<file path="src/rtl/regfile_pkg.sv">
// regfile_pkg: shared definitions for the regfile_mp register file.
//   state_t        - clear-sweep FSM states (IDLE, CLEAR)
//   DEFAULT_DATA_W - default entry width
//   DEFAULT_DEPTH  - default number of entries
package regfile_pkg;

   typedef enum logic {
      IDLE  = 1'b0,
      CLEAR = 1'b1
   } state_t;

   localparam int DEFAULT_DATA_W = 8;
   localparam int DEFAULT_DEPTH  = 8;

endpackage

</file>
<file path="src/rtl/regfile_clear_fsm.sv">
// regfile_clear_fsm: background clear sweep controller for regfile_mp.
// Ports:
//   clk        - clock, all state on posedge
//   reset      - asynchronous active-high reset
//   clr_req    - single-cycle request to zero all entries (honoured in IDLE)
//   busy       - registered, high while the sweep runs (exactly DEPTH cycles)
//   sweep_en   - array write enable for the sweep (high in CLEAR)
//   sweep_addr - entry being zeroed this cycle
module regfile_clear_fsm
   import regfile_pkg::*;
#(
   parameter int DEPTH  = DEFAULT_DEPTH,
   parameter int ADDR_W = $clog2(DEPTH)
) (
   input  logic              clk,
   input  logic              reset,
   input  logic              clr_req,
   output logic              busy,
   output logic              sweep_en,
   output logic [ADDR_W-1:0] sweep_addr
);

   state_t            state;
   logic [ADDR_W-1:0] count;

   always_ff @(posedge clk or posedge reset) begin
      if (reset) begin
         state <= IDLE;
         count <= '0;
         busy  <= 1'b0;
      end else begin
         case (state)
            IDLE: begin
               if (clr_req) begin
                  state <= CLEAR;
                  count <= '0;
                  busy  <= 1'b1;
               end
            end
            CLEAR: begin
               if (count == ADDR_W'(DEPTH - 1)) begin
                  state <= IDLE;
                  count <= '0;
                  busy  <= 1'b0;
               end else begin
                  count <= count + 1'b1;
               end
            end
            default: begin
               state <= IDLE;
               count <= '0;
               busy  <= 1'b0;
            end
         endcase
      end
   end

   assign sweep_en   = (state == CLEAR);
   assign sweep_addr = count;

endmodule

</file>
<file path="src/rtl/regfile_mp.sv">
// regfile_mp: DEPTH x DATA_W register file, one write port, two registered
// read ports, background clear sweep, optional hardwired-zero entry 0.
// Compile-time option: define REGFILE_BYPASS_EN for write-first forwarding
// of same-cycle writes to the read ports; otherwise read-first.
// Ports:
//   clk, reset         - clock; asynchronous active-high reset to zero
//   wr_en/addr/data    - write port (dropped when out of range, zero entry,
//                        or while the clear sweep runs)
//   rd_addr1/rd_data1  - read port 1, 1-cycle registered
//   rd_addr2/rd_data2  - read port 2, 1-cycle registered
//   clr_req            - single-cycle request to zero all entries
//   busy               - high while the clear sweep runs
module regfile_mp
   import regfile_pkg::*;
#(
   parameter int DATA_W   = DEFAULT_DATA_W,
   parameter int DEPTH    = DEFAULT_DEPTH,
   parameter int ADDR_W   = $clog2(DEPTH),
   parameter int ZERO_REG = 0
) (
   input  logic              clk,
   input  logic              reset,
   input  logic              wr_en,
   input  logic [ADDR_W-1:0] wr_addr,
   input  logic [DATA_W-1:0] wr_data,
   input  logic [ADDR_W-1:0] rd_addr1,
   input  logic [ADDR_W-1:0] rd_addr2,
   output logic [DATA_W-1:0] rd_data1,
   output logic [DATA_W-1:0] rd_data2,
   input  logic              clr_req,
   output logic              busy
);

   localparam int unsigned N = DEPTH;

   logic [DATA_W-1:0] mem [N];
   logic              sweep_en;
   logic [ADDR_W-1:0] sweep_addr;
   logic              wr_ok;
   logic [DATA_W-1:0] rd_next1;
   logic [DATA_W-1:0] rd_next2;

   regfile_clear_fsm #(
      .DEPTH  (DEPTH),
      .ADDR_W (ADDR_W)
   ) u_clear_fsm (
      .clk        (clk),
      .reset      (reset),
      .clr_req    (clr_req),
      .busy       (busy),
      .sweep_en   (sweep_en),
      .sweep_addr (sweep_addr)
   );

   // A write that will actually land in the array; only these are forwarded.
   assign wr_ok = wr_en && !sweep_en && (32'(wr_addr) < N) &&
                  !((ZERO_REG != 0) && (wr_addr == '0));

   always_ff @(posedge clk or posedge reset) begin
      if (reset) begin
         for (int unsigned i = 0; i < N; i++) mem[i] <= '0;
      end else begin
         for (int unsigned i = 0; i < N; i++) begin
            if (sweep_en && sweep_addr == ADDR_W'(i))
               mem[i] <= '0;
            else if (wr_ok && wr_addr == ADDR_W'(i))
               mem[i] <= wr_data;
         end
      end
   end

   // Out-of-range addresses match no entry and therefore read as zero.
   always_comb begin
      rd_next1 = '0;
      rd_next2 = '0;
      for (int unsigned i = 0; i < N; i++) begin
         if (rd_addr1 == ADDR_W'(i)) rd_next1 = mem[i];
         if (rd_addr2 == ADDR_W'(i)) rd_next2 = mem[i];
      end
      if ((ZERO_REG != 0) && (rd_addr1 == '0)) rd_next1 = '0;
      if ((ZERO_REG != 0) && (rd_addr2 == '0)) rd_next2 = '0;
`ifdef REGFILE_BYPASS_EN
      if (wr_ok && (wr_addr == rd_addr1)) rd_next1 = wr_data;
      if (wr_ok && (wr_addr == rd_addr2)) rd_next2 = wr_data;
`endif
   end

   always_ff @(posedge clk or posedge reset) begin
      if (reset) begin
         rd_data1 <= '0;
         rd_data2 <= '0;
      end else begin
         rd_data1 <= rd_next1;
         rd_data2 <= rd_next2;
      end
   end

endmodule

</file>
<file path="config.mk">
export PLATFORM = sky130hd
export DESIGN_NAME = regfile_mp
export DESIGN_NICKNAME = d
export VERILOG_FILES = /design/src/rtl/regfile_pkg.sv /design/src/rtl/regfile_clear_fsm.sv /design/src/rtl/regfile_mp.sv
export SDC_FILE = /design/constraint.sdc
export NUM_CORES = 1
export LEC_CHECK = 0
export CORE_ASPECT_RATIO = 0.9
export CORE_MARGIN = 10
export CORE_UTILIZATION = 40
export CTS_BUF_LIST = sky130_fd_sc_hd__clkbuf_8
export DETAILED_ROUTE_END_ITERATION = 16
export PLACE_DENSITY = 0.58
export SLEW_MARGIN = 10
export SYNTH_ARGS = -nofsm -noshare
export SYNTH_HDL_FRONTEND = slang
export SYNTH_SLANG_ARGS = --single-unit
</file>
<file path="constraint.sdc">
create_clock -name clk -period 3.6 [get_ports clk]
set_input_delay 0.72 -clock clk [delete_from_list [all_inputs] [get_ports clk]]
set_output_delay 0.72 -clock clk [all_outputs]
set_load 0.1 [all_outputs]
</file>
==> summary.txt, run 1 <==
Worst-path fanout max: 1
Fmax: 379 MHz
Syn nets: 465
H-Tree Depth: 3
Min setup slack post-route: 959 ps
DRC viols: 0
Worst Path Required: 2880 ps
Sequential fraction of the synthesis area: 0.479
Hold Vio Cnt, Final: 0
Max Slew Vio Count: 0
R2R depth: 3
Synthesized area: 0.00444 mm²
Most common cell after layout, fill and taps aside: nand2_1
Layout cells sized above 1: 0.139
Sink Count: 85
Maximum VDD drop: 415 µV
Leading register cell type out of synthesis: dfrtp_1
Drt wl/cell: 20.7 µm
PwrDens: 742 mW/mm²
Row cnt: 36
Worst Skew: 6.25 ps
DIE AREA: 0.0157 mm²
Avg Inst Size Synth: 10.1 µm²
Crit. End Element: primary output
RSZ-0062 raised after global routing: false
Clock slew at reported path FFs: 90 ps
Yosys top cell area share: 0.479
Post-DP HPWL: 8860 µm
Via Count: 3416
Startpoint Class: flip-flop
Routed WL: 12800 µm
CP Cell Sequence: clkdlybuf4s50_1
Yosys top cell by area: dfrtp_1
CTS tree: yes
Hold depth: 2
WP buf/inv: 1
Buffers on Ports: 37
Starting Density: 0.409
Worst-margin pin slew: 994 ps
# IOs: 38
Area grow syn2layout: 15.6%
# Max-Cap Violations: 0
Dominant cells by area after synthesis: dfrtp_1 (48%), nand2_1 (9.9%), mux4_2 (8.6%), mux2i_1 (4.1%), o21ai_0 (3.9%)
DRT iter0 DRCs: 274
Outcome: finished clean
Async S/R FF share, synth: 1.00
Total GRT Usage: 0.170
Post-route ant nets: 0
Antenna cell count: 0
Flops & latches, synth: 85
Post-CTS Resized: 0
First-pass GRT wire length: 20200 µm
Postcts setup bufs: 0
Most frequent cells in the layout: nand2_1 (117), dfrtp_1 (85), clkdlybuf4s50_1 (37)
Max_slew headroom: 0.335
Final GP Congestion: 0.830
Slowest cell delay on critical path: 1160 ps
Vias/cell: 5.51
Period utilization: 0.734
Initial antenna violation count: 0
Min cycle time layout: 2640 ps
Slowest cell on crit path: clkdlybuf4s50_1
Top Family by Delay on Critical Path: buffers and inverters
# hold bufs at CTS: 0
Setup WS pre-CTS: 835 ps
Nets@finish: 491
Yosys cell types: 36
Maximum clock path buffer count: 2
TritonCTS Buffers: 9
Die Span X: 131 µm
Ys Warns: 0
GRT overflow: 0
Root Buffer: clkbuf_8
Stages on the worst setup path: 1
Setup_tns: 0 ps
Worst setup path class: reg2out
Critical Path AT: 1920 ps
Clk_lat worst skew: 360 ps
Number of synthesized flops with an enable pin: 0
DRT Pass-1 Iters: 5
Cell count after synthesis: 438
Pin count of the biggest net entering global routing: 86
Core box area: 0.0109 mm²
Worst hold path type: reg2reg
Pleak: 0.00233 µW
# setup viols final: 0
Die H: 120 µm
Vias in the first global route: 3517
## per-layer routing
layer  GRT usage  wire length [µm]  share of wire
met3      0.0401               785          0.061
met5           0                 0              0
met2       0.261              5820           0.45
met4      0.0625               336          0.026
met1       0.228              5880           0.46
## synthesized netlist by cell type (all sizes together), types with 3 or more instances
library cell	n
inv	5
nand3b	3
nand2b	6
o22ai	6
buf	27
nand3	28
nor2	25
clkbuf	6
mux2	15
a21oi	11
mux2i	18
and2	3
o21ai	37
nand2	117
a22o	6
mux4	20
ha	6
nor3b	3
dfrtp	85
## sequential cells by signal (all words and copies together) (netlist names)
| signal | flops |
|---|---|
| u_clear_fsm.sweep_addr | 3 |
| rd_data1 | 8 |
| rd_data2 | 8 |
| u_clear_fsm.busy | 1 |
| mem | 64 |
| u_clear_fsm.sweep_en | 1 |
## metrics by stage
step,utilization,power (µW),instances,area (µm²),hold slack [ps]
2_1_floorplan,-,2620,438,4440,477
3_3_place_gp,0.453,3050,605,4920,487
3_5_place_dp,0.453,3080,605,4920,497
4_1_cts,0.473,3840,620,5130,522
5_1_grt,0.473,4030,620,5130,559
6_report,0.473,3810,620,5130,511
## report_power, final
| group | internal, µW | switching [µW] | total [µW] |
|---|---|---|---|
| logic | 512 | 965 | 1480 |
| clock network | 402 | 343 | 745 |
| registers | 1290 | 296 | 1580 |
## logic make-up (layout without fill, tap and decap cells)
| group | count (synthesis) | after routing | synth area share |
|---|---|---|---|
| AO/OA/AOI/OAI | 63 | 63 | 0.0795 |
| flip-flops | 85 | 85 | 0.479 |
| adder cells (fa/ha/maj) | 6 | 6 | 0.0169 |
| buffers and inverters | 38 | 68 | 0.0456 |
| AND/OR/NAND/NOR | 193 | 193 | 0.196 |
| multiplexers | 53 | 53 | 0.183 |
## path summary, 6_finish.rpt
check / startpoint / slack [ps] / to
setup / recovery: rd_data1[6] / 960 / rd_data1[6]
hold / removal: u_clear_fsm.busy / 510 / u_clear_fsm.busy
setup reg to reg: u_clear_fsm.sweep_en / 1620 / mem[14]
hold reg to reg: u_clear_fsm.busy / 510 / u_clear_fsm.busy
max in group asynchronous: reset / 2460 / mem[30]
min in group asynchronous: reset / 780 / rd_data2[1]
## final cells by class
cell class / count / area (µm²)
clock buffers: 10 / 138
clock inverters: 5 / 75.1
fillers: 1035 / 5720
inverters: 5 / 20.0
multi-input cells: 315 / 2120
flip-flops and latches: 85 / 2130
well taps: 152 / 190
repair buffers: 48 / 465
Power figures use the tool's default switching activity.
==> run 2, diff against run 1 <==
==> constraint.sdc (replaced) <==
create_clock -name clk -period 2.5 [get_ports clk]
set_input_delay 0.5 -clock clk [delete_from_list [all_inputs] [get_ports clk]]
set_output_delay 0.5 -clock clk [all_outputs]
set_load 0.1 [all_outputs]
==> run 2 against run 1 <==
Net effect: wire length is 0.56% lower; critical endpoint is now rd_data2[5]; core utilization rose by 0.21 points; largest cell class unchanged; critical path depth rose by 4; worst hold slack got worse by 0.62 ps; flip-flop and latch count is the same; setup slack got worse by 440 ps; final cell count is 1.1% higher; combinational power grew 43%; non-clock buffer count is 6 higher; clock power grew 32%; power increased by 41%.
==> summary.txt, run 2 (synthesis results as in run 1) <==
Final hold slack: 510 ps
Worst hold path type: reg2reg
Max_slew headroom: 0.625
Crit. End Element: flip-flop
Post-route ant nets: 0
CTS tree: yes
Min cycle time layout: 1980 ps
# Max-Cap Violations: 0
Root Buffer: clkbuf_8
TritonCTS Buffers: 9
Slowest cell delay on critical path: 660 ps
Met3 usage: 0.0414
Met1 Resource Use GR: 0.240
Final core occ: 0.475
Hold Vio Cnt, Final: 0
Max Slew Vio Count: 0
PwrDens: 1040 mW/mm²
Routed WL: 12800 µm
# hold bufs at CTS: 0
RR Startpoint: u_clear_fsm.sweep_en
Via Count: 3446
DIE AREA: 0.0157 mm²
Most frequent cells in the layout: nand2_1 (117), dfrtp_1 (85), o21ai_0 (35)
Row cnt: 36
# IOs: 38
Nets@finish: 497
Min-delay src: u_clear_fsm.busy
Worst setup path class: in2reg
Largest reg by FF count: mem
Sink Count: 85
Die Span X: 131 µm
Critical Path AT: 2220 ps
Worst Skew: 6.70 ps
Most common cell after layout, fill and taps aside: nand2_1
Setup crit start: rd_addr2[0]
GR peak layer: met2
Fillcell total: 1017
DRT Pass-1 Iters: 7
Finished Layout Cells: 627
Pleak: 0.00239 µW
Starting Density: 0.409
Drt wl/cell: 20.3 µm
Biggest regs: mem (64), rd_data1 (8), rd_data2 (8)
Outcome: finished clean
# setup viols final: 0
Postcts setup bufs: 0
Register area: 0.00213 mm²
Core box area: 0.0109 mm²
GRT overflow: 0
Period utilization: 0.791
H-Tree Depth: 3
First-pass GRT wire length: 20100 µm
CP Cell Sequence: clkdlybuf4s50_1, buf_4, or3_1, o22ai_1, o21ai_0
Buffers on Ports: 37
Max reg flops: 64
Maximum VDD drop: 703 µV
Final GP Congestion: 0.859
Area grow syn2layout: 16.1%
Hold depth: 2
Clock slew at reported path FFs: 90 ps
Worst Path Required: 2740 ps
Slowest cell on crit path: clkdlybuf4s50_1
Fmax: 505 MHz
Antenna cell count: 0
DRC viols: 0
Cell total after placement: 611
Pin count of the biggest net entering global routing: 86
Worst-path fanout max: 9
Startpoint Class: input pin
RSZ-0062 raised after global routing: false
Post-DP HPWL: 8700 µm
Worst-margin pin slew: 561 ps
Total GRT Usage: 0.168
Clk_lat worst skew: 370 ps
DRT iter0 DRCs: 356
Vias/cell: 5.50
Post-CTS Resized: 0
Maximum clock path buffer count: 2
Setup_tns: 0 ps
Grt met2 use: 0.243
Multi-input logic area: 0.00212 mm²
Layout cells sized above 1: 0.183
Vias in the first global route: 3389
Initial antenna violation count: 0
Die H: 120 µm
R2R depth: 5
Total power: 5370 µW
==> run 2: changes by cell type in the layout (fill, tap and decap cells not counted), moves of 2 or more <==
cell	before	now
buf_4	10	30
inv_1	4	6
clkdlybuf4s50_1	37	20
clkinvlp_4	0	2
clkinv_2	4	2
buf_12	1	4
==> run 2: worst paths after layout <==
kind	to	slack, ps
min in group asynchronous	mem[42]	620
worst min-delay path	u_clear_fsm.busy	510
worst min register to register	u_clear_fsm.busy	510
worst max register to register	mem[37]	740
max in group asynchronous	mem[29]	1530
worst max-delay path	rd_data2[5]	520
==> run 2: through the flow <==
stage,worst slack [ps],area [µm²]
after CTS,545,5150
final,521,5150
after floorplan,905,4440
after global routing,441,5150
after detailed placement,150,4960
after global placement,216,4960
==> run 2: final cells by class <==
cell class | instances | share of cell area
flip-flops and latches | 85 | 0.413
multi-input cells | 315 | 0.411
repair buffers | 54 | 0.0981
well taps | 152 | 0.0369
clock buffers | 10 | 0.0267
clock inverters | 6 | 0.0107
inverters | 5 | 0.00437
==> run 2: worst max-delay path: cells and delay by family <==
kind | cells | cell delay, ps
AO/OA/AOI/OAI | 2 | 300
buffers and inverters | 2 | 950
AND/OR/NAND/NOR | 1 | 460
==> run 2: layer usage <==
metal	wire length, µm	vias up
li1	-	1570
met1	6070	1754
met2	5760	104
met3	681	18
met4	248	0
met5	0	-
==> run 2: where the power goes <==
group | internal (µW) | switching, µW
Combinational | 715 | 1410
Clock | 479 | 507
Sequential | 1860 | 406
Total | 3050 | 2320
